File: config.mk
export PLATFORM = sky130hd
export DESIGN_NAME = serial_magnitude_comparator
export DESIGN_NICKNAME = d
export VERILOG_FILES = /design/src/rtl/serial_magnitude_comparator.sv
export SDC_FILE = /design/constraint.sdc
export NUM_CORES = 1
export LEC_CHECK = 0
export ABC_AREA = 0
export ABC_CLOCK_PERIOD_IN_PS = 1500
export BUFFER_PORTS_ARGS = -buffer_cell sky130_fd_sc_hd__buf_4
export CAP_MARGIN = 20
export CORE_MARGIN = 2
export CORE_UTILIZATION = 40
export CTS_CLUSTER_DIAMETER = 100
export DETAILED_ROUTE_END_ITERATION = 6
export PLACE_DENSITY_LB_ADDON = 0.2
export SKIP_LAST_GASP = 1
export SYNTH_ARGS = -nofsm -noshare
export SYNTH_HDL_FRONTEND = slang
export SYNTH_SLANG_ARGS = --single-unit
export TNS_END_PERCENT = 5
File: constraint.sdc
create_clock -name clk -period 1.5 [get_ports clk]
set_input_delay 0.3 -clock clk [delete_from_list [all_inputs] [get_ports clk]]
set_output_delay 0.3 -clock clk [all_outputs]
set_load 0.005 [all_outputs]
File: src/rtl/serial_magnitude_comparator.sv
// serial_magnitude_comparator
// Multi-cycle WIDTH-bit magnitude comparator. Operands are walked MSB-first,
// DIGIT bits per clock, and the walk stops at the first chunk that differs.
// A start/done handshake lets slow sequencing logic use it without a wide
// combinational compare path. Signed operands are handled by flipping the
// sign bit at latch time (offset binary), so the datapath is purely unsigned.

module serial_magnitude_comparator #(
  parameter int WIDTH  = 8,
  parameter int DIGIT  = 2,
  parameter int SIGNED = 0
) (
  input  logic             clk,
  input  logic             rst,
  input  logic             start,
  input  logic [WIDTH-1:0] a,
  input  logic [WIDTH-1:0] b,
  output logic             busy,
  output logic             done,
  output logic             gt,
  output logic             eq,
  output logic             lt
);

  localparam int N  = WIDTH / DIGIT;
  localparam int CW = $clog2(N + 1);

  // Flipping the MSB maps two's complement onto offset binary, which orders
  // the same way under an unsigned compare.
  localparam logic [WIDTH-1:0] MSB_MASK =
    (SIGNED != 0) ? {1'b1, {(WIDTH-1){1'b0}}} : '0;

  typedef enum logic {IDLE, RUN} state_t;

  state_t           state;
  logic [WIDTH-1:0] sh_a;
  logic [WIDTH-1:0] sh_b;
  logic [CW-1:0]    count;
  logic [DIGIT-1:0] chunk_a;
  logic [DIGIT-1:0] chunk_b;

  // The chunk under test is always the top DIGIT bits of each shift register.
  assign chunk_a = sh_a[WIDTH-1 -: DIGIT];
  assign chunk_b = sh_b[WIDTH-1 -: DIGIT];

  // Control FSM with registered handshake and result flags. Flags only change
  // on completion, so they hold the last result while a new compare runs.
  always_ff @(posedge clk or posedge rst) begin
    if (rst) begin
      state <= IDLE;
      sh_a  <= '0;
      sh_b  <= '0;
      count <= '0;
      busy  <= 1'b0;
      done  <= 1'b0;
      gt    <= 1'b0;
      eq    <= 1'b0;
      lt    <= 1'b0;
    end else begin
      done <= 1'b0;
      case (state)
        IDLE: begin
          if (start) begin
            sh_a  <= a ^ MSB_MASK;
            sh_b  <= b ^ MSB_MASK;
            count <= CW'(N);
            busy  <= 1'b1;
            state <= RUN;
          end
        end
        RUN: begin
          if (chunk_a != chunk_b) begin
            gt    <= (chunk_a > chunk_b);
            lt    <= (chunk_a < chunk_b);
            eq    <= 1'b0;
            done  <= 1'b1;
            busy  <= 1'b0;
            state <= IDLE;
          end else if (count > CW'(1)) begin
            sh_a  <= sh_a << DIGIT;
            sh_b  <= sh_b << DIGIT;
            count <= count - CW'(1);
          end else begin
            gt    <= 1'b0;
            lt    <= 1'b0;
            eq    <= 1'b1;
            done  <= 1'b1;
            busy  <= 1'b0;
            state <= IDLE;
          end
        end
        default: state <= IDLE;
      endcase
    end
  end

endmodule

* Word level (Yosys, flattened, before mapping) *
Cells that the tools add are included.

cells by class
  equal/unequal tests = 6
  mux-type cells = 27
  bitwise logic cells = 1
  add/sub/neg operators = 1
  reduce and logical (&&, ||, !) cells = 3
  order comparisons = 3

operator list
  kind                                                                              number
  8-bit two-way mux                                                                 6
  8-bit one-hot mux with 2 select lines                                             2
  1-bit two-way mux                                                                 13
  3-bit two-way mux                                                                 3
  2-bit != test (second input constant)                                             3
  3-bit one-hot mux with 2 select lines                                             1
  1-bit one-hot mux with 2 select lines                                             2
  2-bit AND reduction                                                               2
  3-bit by 1-bit greater-than comparator with 1-bit output (second input constant)  1
  3-bit != test (second input constant)                                             1
  3-bit AND reduction                                                               1
  3-bit by 1-bit subtractor with 3-bit output (second input constant)               1
  2-bit greater-than comparator                                                     1
  2-bit less-than comparator                                                        1
  2-bit by 1-bit != test with 1-bit output (second input constant)                  1
  2-bit != test                                                                     1
  1-bit inverter                                                                    1

word-level totals
  word-level logic and storage cells = 50
  output and inout port bits = 5
  flip-flop bits (word level) = 25
  input bits = 19

* Longest topological paths before layout *
Gate-level depths: netlist of the first run.

  depth after elaboration = 4
  depth in mapped cells = 8
  depth with buffers taken out = 7

* Worst setup path before layout of the first run *
No wires, ideal clock.

  path kind = register -> register
  start point = register count[0]
  end point = register sh_a[6]
  buffers on the path = 2
  setup time = 119 ps
  data arrival time = 1346 ps
  required time = 1381 ps
  clock period less this slack = 1465 ps
  slack = 35 ps
  cell stages (with the launch flop) = 8
  cell sequence = dfrtp_1 ha_1 o21ba_1 o2111ai_2 buf_6 buf_12 nand3_1 o21ai_2

between the ends
  word-level cells in the longest chain between the ends = 3

ends and longest elaborated chain
  what                                                      line  text
  start, declared                                           38    logic [CW-1:0] count;
  start signal, assigned                                    66    count <= CW'(N);
  start signal, assigned                                    82    count <= count - CW'(1);
  3-bit by 1-bit greater-than comparator with 1-bit output  79    end else if (count > CW'(1)) begin
  2-bit by 1-bit != test with 1-bit output (no line)        n/a
  3-bit AND reduction (no line)                             n/a
  end signal, assigned                                      64    sh_a <= a ^ MSB_MASK;
  end signal, assigned                                      80    sh_a <= sh_a << DIGIT;
  end, declared                                             36    logic [WIDTH-1:0] sh_a;

No other way between the ends.
A chain may end at the register's enable or synchronous reset.

* Final worst setup path of the first run *
  start point = register count[0]
  end point = register sh_b[6]

between the ends
  word-level cells in the longest chain between the ends = 3

ends and longest elaborated chain
  what                                                      line  text
  3-bit by 1-bit greater-than comparator with 1-bit output  79
  2-bit by 1-bit != test with 1-bit output (no line)        n/a
  3-bit AND reduction (no line)                             n/a
  end signal, assigned                                      65    sh_b <= b ^ MSB_MASK;
  end signal, assigned                                      81    sh_b <= sh_b << DIGIT;
  end, declared                                             37    logic [WIDTH-1:0] sh_b;

No other way between the ends.

==> flow_summary.ini, run 1 <==
[run_status]
status = complete, but fails checks
violations = setup timing

[yosys]
yosys_warnings = 0
ys.flop_type = dfrtp_1
ys_ff_latch = 25
synth_largest_area_cell = dfrtp_1
synth-edff-count = 0
synth_nets = 138
synthSimpleGateAreaFrac_pct = 13.0
synth_top_family_by_area = compound AO/OA/AOI/OAI gates
yosysSeqAreaShare_pct = 50.0
synth.top_cell.area_share_pct = 50.0
synth_fa_ha_area_share_pct = 4.00
synth_compound_area_share_pct = 14.8
synth_area_per_cell_um2 = 10.9
syn_inst = 115
synth-xor-area-share_pct = 0
synth.area.mux_share_pct = 10.4
synthDistinctLibCells = 24
async_flop_share_pct = 100
syn_area_mm2 = 0.00125
synthTopCellsByArea = dfrtp_1 50%, mux2i_1 10%, nand3_1 7.2%, o21ai_2 7.0%, ha_1 4.0%

[worst_setup_path]
path_buf_inv = 1
reg2reg_depth = 6
critPathKind = reg2reg
crit_path_max_incr_delay_ps = 450
crit_fanout = 7
start_kind = register
cp-end-kind = register
crit_family = compound AO/OA/AOI/OAI gates
cp.required_ps = 1760
cp_slowest_cell = dfrtp_1
rrSetupSlack_ps = -30
rr_endpoint = sh_b[6]
worstPathArrival_ps = 1790
path_cells = ha_4 -> o21ba_4 -> o2111ai_4 -> and2_4 -> buf_4 -> o21ai_2
worstReg2RegStart = count[0]

[pwr]
pwr-share-clk_pct = 9.1
powerDensity_mw_per_mm2 = 2120
combinationalPowerShare_pct = 55.7
p_seq_share_pct = 35.2
max-vdd-ir-drop_mv = 0.951
sw_frac_of_total_pct = 39.7
p_leak_uw = 0.000772
p_sw_uw = 1330
p_int_uw = 2030

[die]
design.core.area_mm2 = 0.00300
ios = 24
die_h_um = 60.0
row_count = 20
start_util_pct = 41.7
die_w_um = 60.0
die_area_mm2 = 0.00359

[detailed_routing]
via_count = 951
drc = 0
wl_per_cell_um = 13.7
firstDrtPassIters = 4
drtIter0Drc = 33
ant_nets = 0
via_per_inst = 5.20
totalWireLength_um = 2510

[clock_network]
cts_sinks = 25
cts_buffers = 3
clock_latency_ps = 320
clock-root-buffer = clkbuf_4
clockBufferDepth = 2
cts_max_level = 1
cts_hold_repair.buffers = 0
cts.clk_slew.worst_paths_ps = 150
cts_tree = built

[finish]
largestRegisters = sh_a (8), sh_b (8), count (3)
layout_common_cells = 33 x buf_4, 25 x dfrtp_1, 18 x nand3_1
nets = 174
final_common_cell = buf_4
utilization_pct = 52.9
diodes = 0
num-fill-cells = 268
design_area_mm2 = 0.00159
syn2layout_area_growth_pct = 26.9
drive_gt1_share_pct = 39.3

[sta]
fin_ws_ps = -34.2
hold_ws_ps = 5.20
drv_slew = 0
slew_headroom_pct = 72.0
rsz0062_at_grt = yes
clock_skew_ps = 10.9
hold_viol_final = 0
post-route-period-util_pct = 102
fmax_mhz = 652
setup-violations-final = 9
period_minus_slack_ps = 1530
tns_ps = -224
worst_pin_slew_ps = 419

[placed_design]
post_dp_cell_area_mm2 = 0.00146
port_buffers = 23
gp_congestion = 0.760
dp.final_hpwl_um = 1720

[global_routing]
grt_pass1_vias = 950
grt_start_max_net_pins = 26
overflow = 0
antenna_found_initial = 0
grtUsageTotal_pct = 15.3
grt_pass1_wl_um = 4130

[min_path]
hold_path_class = in2async

[run]
maxCapViolCount = 0
## what timing repair did
| action | CTS | global route |
|---|---|---|
| buffers inserted | 4 | 3 |
| setup endpoints to repair | 17 | 21 |
| pin swaps | 1 | 6 |
| gates resized for setup | 0 | 14 |
## cell families after synthesis
kind of cell	after synthesis
AOI/OAI and AO/OA	24
buffers and inverters	15
and+or+nand+nor	34
adders and majority gates	4
muxes	13
DFF	25
## area by class of cell
type                       count  area, um2  share of cell area [%]
clock buffer                   3       22.5                    1.42
clock inverter                 1       5.00                   0.315
inverter                       8       30.0                    1.89
multi-input combinational     75        561                    35.3
sequential                    25        626                    39.4
tap                           33       41.3                    2.60
timing repair buffer          38        304                    19.1
## how the worst max path moves through the flow
stage | cells past startpoint | end | startpoint
6_report | 6 | sh_b[6] | count[0]
5_1_grt | 6 | sh_b[2] | count[0]
4_1_cts | 6 | sh_a[3] | count[0]
3_5_place_dp | 7 | count[0] | count[1]
3_3_place_gp | 6 | count[0] | count[0]
2_1_floorplan | 7 | sh_a[6] | count[0]
## per-layer routing
metal,vias to the layer above,wire length [um],global-route usage (%)
met5,-,0,0
met4,0,29,6.35
met3,4,101,2.38
met2,23,1250,25.9
met1,453,1130,19.3
li1,471,-,-
## cells in the mapped netlist, drive strengths merged, types with 2 or more instances
library cell / n
dfrtp: 25
nand3: 18
o21ai: 14
mux2i: 13
nand2: 10
inv: 8
buf: 6
a21oi: 4
ha: 4
nor2: 2
## power groups by stage
stage          Combinational, uW  Sequential (uW)  Clock, uW
2_1_floorplan               1260             1140          0
3_3_place_gp                1560             1180          0
3_5_place_dp                1610             1190          0
4_1_cts                     1710             1180        318
5_1_grt                     2090             1230        353
6_report                    1870             1180        306
## through the flow
stage | setup WS, ps | power [uW] | std cells
final | -34.2 | 3360 | 183
after global routing | -102 | 3670 | 183
after CTS | -54.3 | 3200 | 180
after detailed placement | -70.1 | 2810 | 172
after global placement | 14.6 | 2750 | 172
after floorplan | 35.3 | 2400 | 115
## worst register-to-register path: stages (launching register included)
cell and delay, ps:
dfrtp_1 450, ha_4 180, o21ba_4 240, o2111ai_4 140, and2_4 220, buf_4 140
o21ai_2 110
Note: power is estimated with default switching activity, not from simulation.
==> run 2, diff against run 1 <==
--- a/config.mk
+++ b/config.mk
@@ -6,10 +6,10 @@
 export NUM_CORES = 1
 export LEC_CHECK = 0
 export ABC_AREA = 0
-export ABC_CLOCK_PERIOD_IN_PS = 1500
+export ABC_CLOCK_PERIOD_IN_PS = 2000
 export BUFFER_PORTS_ARGS = -buffer_cell sky130_fd_sc_hd__buf_4
 export CAP_MARGIN = 20
-export CORE_MARGIN = 2
+export CORE_MARGIN = 3
 export CORE_UTILIZATION = 40
 export CTS_CLUSTER_DIAMETER = 100
 export DETAILED_ROUTE_END_ITERATION = 6
==> constraint.sdc (replaced) <==
create_clock -name clk -period 2 [get_ports clk]
set_input_delay 0.4 -clock clk [delete_from_list [all_inputs] [get_ports clk]]
set_output_delay 0.4 -clock clk [all_outputs]
set_load 0.005 [all_outputs]
==> flow_summary.ini, run 2 (same netlist as run 1, synthesis figures left out) <==
[die]
die_w_um = 62.0
ios = 24
die_h_um = 62.0
start_util_pct = 43.5
design.core.area_mm2 = 0.00288
die_area_mm2 = 0.00384
row_count = 19

[detailed_routing]
drtIter0Drc = 37
via_per_inst = 4.96
totalWireLength_um = 2380
routed-wl-met3_um = 99
firstDrtPassIters = 3
drc = 0
wl_per_cell_um = 13.2
drt-met1-wl_um = 1130
ant_nets = 0
via_count = 897
dr_wl_met2_um = 1110
routed.top_layer = met4

[worst_setup_path]
start_kind = register
rrSetupSlack_ps = 430
crit_fanout = 13
worstPathArrival_ps = 1830
cp.required_ps = 2260
cp-end-kind = register
critPathKind = reg2reg

[sta]
rsz0062_at_grt = no
slew_headroom_pct = 73.9
hold_ws_ps = 110
hold_viol_final = 0
setup-violations-final = 0
clock_skew_ps = 1.66
drv_slew = 0
tns_ps = 0
period_minus_slack_ps = 1570
worst_pin_slew_ps = 391
fmax_mhz = 635
post-route-period-util_pct = 78.7

[clock_network]
clockBufferDepth = 2
cts_resized = 0
clock_latency_ps = 320
cts_tree = built
cts_sinks = 25
post_cts_buffers = 0
cts_max_level = 1
clock-root-buffer = clkbuf_4
cts_buffers = 3
cts.clk_slew.worst_paths_ps = 130
cts_hold_repair.buffers = 0

[global_routing]
overflow = 0
grt_pass1_wl_um = 4040
grt_pass1_vias = 890
antenna_found_initial = 0
grt_start_max_net_pins = 26
grtUsageTotal_pct = 14.3

[run_status]
status = completed

[finish]
final_common_cell = buf_4
diodes = 0
utilization_pct = 50.9
layout_common_cells = 27 x buf_4, 25 x dfrtp_1, 18 x nand3_1
largestRegisters = sh_a (8), sh_b (8), count (3)
nets = 163
syn2layout_area_growth_pct = 17.0
drive_gt1_share_pct = 30.2

[placed_design]
dp.final_hpwl_um = 1650
port_buffers = 23
gp_congestion = 0.699

[pwr]
max-vdd-ir-drop_mv = 0.519
p_leak_uw = 0.000713
powerDensity_mw_per_mm2 = 1510
finalPower_uw = 2220

[run]
maxCapViolCount = 0

[min_path]
hold_path_class = in2async
## run 2: changes by cell type in the layout (fill, tap and decap cells not counted), sizes merged
cell    change
clkinv      -1
buf        -11
clkbuf      +1
## run 2: worst paths after layout
kind	startpoint	to	cells past startpoint
setup / recovery	count[1]	count[0]	7
hold / removal	rst	sh_a[7]	3
setup reg to reg	count[1]	count[0]	7
hold reg to reg	sh_b[1]	sh_b[1]	2
max in group asynchronous	rst	gt	3
min in group clk	b[1]	sh_b[1]	3
## run 2: per-layer routing
metal | global-route usage (%) | up-vias
li1 | - | 453
met1 | 21.0 | 422
met2 | 20.6 | 17
met3 | 2.69 | 5
met4 | 5.45 | 0
met5 | 0 | -
## run 2: power by group
group          total, uW  switching, uW  internal, uW
combinational       1100            600           497
clock                230            152          78.1
sequential           892            152           740
## run 2: worst max-delay path, stage by stage (launching register included)
cell       delay, ps
dfrtp_1          430
inv_1             90
ha_1             130
o21ba_1          160
o2111ai_2        180
and2_4           300
inv_1             90
mux2i_1          130
## run 2: layout make-up
cell class | count | area [um2]
fill | 283 | 1410
inverter | 8 | 30.0
sequential | 25 | 626
tap | 42 | 52.6
clock buffer | 4 | 26.3
multi-input combinational | 75 | 528
timing repair buffer | 27 | 203
## run 2: through the flow
stage	cells	setup slack (ps)	cell area, um2
final	181	426	1470
after global routing	181	316	1470
after CTS	181	413	1470
after detailed placement	177	455	1440
after global placement	177	498	1440
after floorplan	115	535	1250
==> run 3, diff against run 2 <==
--- a/config.mk
+++ b/config.mk
@@ -5,8 +5,8 @@
 export SDC_FILE = /design/constraint.sdc
 export NUM_CORES = 1
 export LEC_CHECK = 0
-export ABC_AREA = 0
-export ABC_CLOCK_PERIOD_IN_PS = 2000
+export ABC_AREA = 1
+export ABC_CLOCK_PERIOD_IN_PS = 1300
 export BUFFER_PORTS_ARGS = -buffer_cell sky130_fd_sc_hd__buf_4
 export CAP_MARGIN = 20
 export CORE_MARGIN = 3
==> constraint.sdc (replaced) <==
create_clock -name clk -period 1.3 [get_ports clk]
set_input_delay 0.26 -clock clk [delete_from_list [all_inputs] [get_ports clk]]
set_output_delay 0.26 -clock clk [all_outputs]
set_load 0.005 [all_outputs]
==> flow_summary.ini, run 3 <==
[run_status]
status = complete, but fails checks
violations = setup timing

[clock_network]
clock_latency_ps = 330
cts_max_level = 1
cts_tree = built
cts.clk_slew.worst_paths_ps = 150
post_cts_buffers = 0
cts_buffers = 3
clockBufferDepth = 2
cts_sinks = 25
clock-root-buffer = clkbuf_4

[worst_setup_path]
start_kind = register
crit_fanout = 9
critPathKind = reg2reg
crit_path_max_incr_delay_ps = 450
worstPathArrival_ps = 1630
path_cells = ha_4 -> nand2_2 -> nor2_4 -> nand3_4 -> buf_6 -> nand3_1 -> nand2_1
cp.required_ps = 1520
cp-end-kind = register
cp_slowest_cell = dfrtp_1

[pwr]
p_leak_uw = 0.000911
powerDensity_mw_per_mm2 = 2220
max-vdd-ir-drop_mv = 0.860

[sta]
worst_pin_slew_ps = 309
hold_ws_ps = 136
drv_slew = 0
hold_viol_final = 0
fin_ws_ps = -117
rsz0062_at_grt = yes
setup-violations-final = 20
period_minus_slack_ps = 1420
post-route-period-util_pct = 109
fmax_mhz = 705
clock_skew_ps = 19.0
slew_headroom_pct = 79.4

[die]
design.core.area_mm2 = 0.00288
die_h_um = 62.3
start_util_pct = 44.0
ios = 24
row_count = 19
die_w_um = 62.3
die_area_mm2 = 0.00388

[yosys]
synth-edff-count = 0
ys.flop_type = dfrtp_1
yosysMostFrequentCell = nand2_1
async_flop_share_pct = 100
synth_nets = 187
ys_top_cells_by_count = 82 x nand2_1, 25 x dfrtp_1, 24 x nand3_1
synth_largest_area_cell = dfrtp_1
syn_inst = 164
synth_area_per_cell_um2 = 7.72
ys_ff_latch = 25
synth.top_cell.area_share_pct = 49.4
synthTopCellsByArea = dfrtp_1 49%, nand2_1 24%, nand3_1 9.5%, ha_1 4.0%, inv_1 3.0%
yosysSeqAreaShare_pct = 49.4
syn_area_mm2 = 0.00127
synthDistinctLibCells = 19
yosys_warnings = 0

[detailed_routing]
via_count = 1109
drtIter0Drc = 25
ant_nets = 0
drc = 0
firstDrtPassIters = 4
via_per_inst = 4.64
totalWireLength_um = 2660
wl_per_cell_um = 11.1

[min_path]
hold_path_class = in2reg

[finish]
drive_gt1_share_pct = 23.4
num-fill-cells = 286
syn2layout_area_growth_pct = 26.9
final_common_cell = nand2_1
largestRegisters = sh_a (8), sh_b (8), count (3)
layout_common_cells = 81 x nand2_1, 33 x buf_4, 25 x dfrtp_1
utilization_pct = 55.9
diodes = 0
nets = 221

[placed_design]
port_buffers = 23
dp.final_hpwl_um = 1950
gp_congestion = 0.807
place_ws_ps = -151

[global_routing]
grt_pass1_vias = 1064
antenna_found_initial = 0
grtUsageTotal_pct = 15.2
grt_start_max_net_pins = 26
grt_pass1_wl_um = 4750
overflow = 0

[run]
maxCapViolCount = 0
==> run 3: cell count changes after synthesis, sizes merged, moves of 2 or more <==
cell	previous run	this run
nand3	18	25
inv	8	11
o21ai	14	1
o21bai	0	2
a21oi	4	2
mux2i	13	0
nand2	10	83
==> run 3: final cells by class <==
type                       count  area [um2]  share of cell area (%)
clock buffer                   3        22.5                    1.40
clock inverter                 1        5.00                   0.312
inverter                      11        41.3                    2.57
multi-input combinational    121         579                    36.1
sequential                    25         626                    38.9
tap                           42        52.6                    3.27
timing repair buffer          36         280                    17.4
==> run 3: logic make-up (layout without fill, tap and decap cells) <==
group,count (synthesis),in the layout,share of synthesized area (%)
AO/OA/AOI/OAI,5,5,2.37
AND/OR/NAND/NOR,112,112,37.3
adder cells (fa/ha/maj),4,4,3.95
buffers and inverters,18,51,7.02
flip-flops,25,25,49.4
==> run 3: path summary, 6_finish.rpt <==
kind	start	endpoint	slack (ps)	cells past startpoint
worst max-delay path	sh_a[7]	sh_b[6]	-120	7
worst min-delay path	b[1]	sh_b[1]	140	3
worst max register to register	sh_a[7]	sh_b[6]	-120	7
worst min register to register	sh_b[0]	sh_b[0]	510	2
max in group asynchronous	rst	gt	530	4
min in group asynchronous	rst	count[1]	510	4
==> run 3: per-layer routing <==
metal | wire [um] | up-vias | track usage (%)
li1 | - | 579 | -
met1 | 1210 | 495 | 19.7
met2 | 1290 | 31 | 24.9
met3 | 126 | 4 | 2.52
met4 | 36 | 0 | 6.89
met5 | 0 | - | 0
==> run 3: report_power, final <==
part	internal [uW]	switching, uW	total, uW
combinational	820	1060	1880
clock	115	233	348
sequential	1140	198	1340
total	2070	1500	3570
==> run 3: stage by stage <==
stage / cells / cell area [um2] / total power, uW / TNS [ps]
2_1_floorplan: 164 / 1280 / 2620 / -603
3_3_place_gp: 234 / 1550 / 3150 / -1560
3_5_place_dp: 234 / 1550 / 3200 / -2330
4_1_cts: 239 / 1610 / 3600 / -1890
5_1_grt: 239 / 1610 / 3970 / -4120
6_report: 239 / 1610 / 3570 / -1760
==> run 3: what timing repair did <==
action,CTS,global route
hold buffers,1,0
gates resized for setup,4,0
endpoints found under the hold margin,25,0
endpoints found under the setup margin,21,24
==> run 3: critical path: cells and delay by family (launching register included) <==
family / cells / cell delay [ps]
and+or+nand+nor: 5 / 400
DFF: 1 / 450
adders and majority gates: 1 / 290
buffers and inverters: 1 / 160
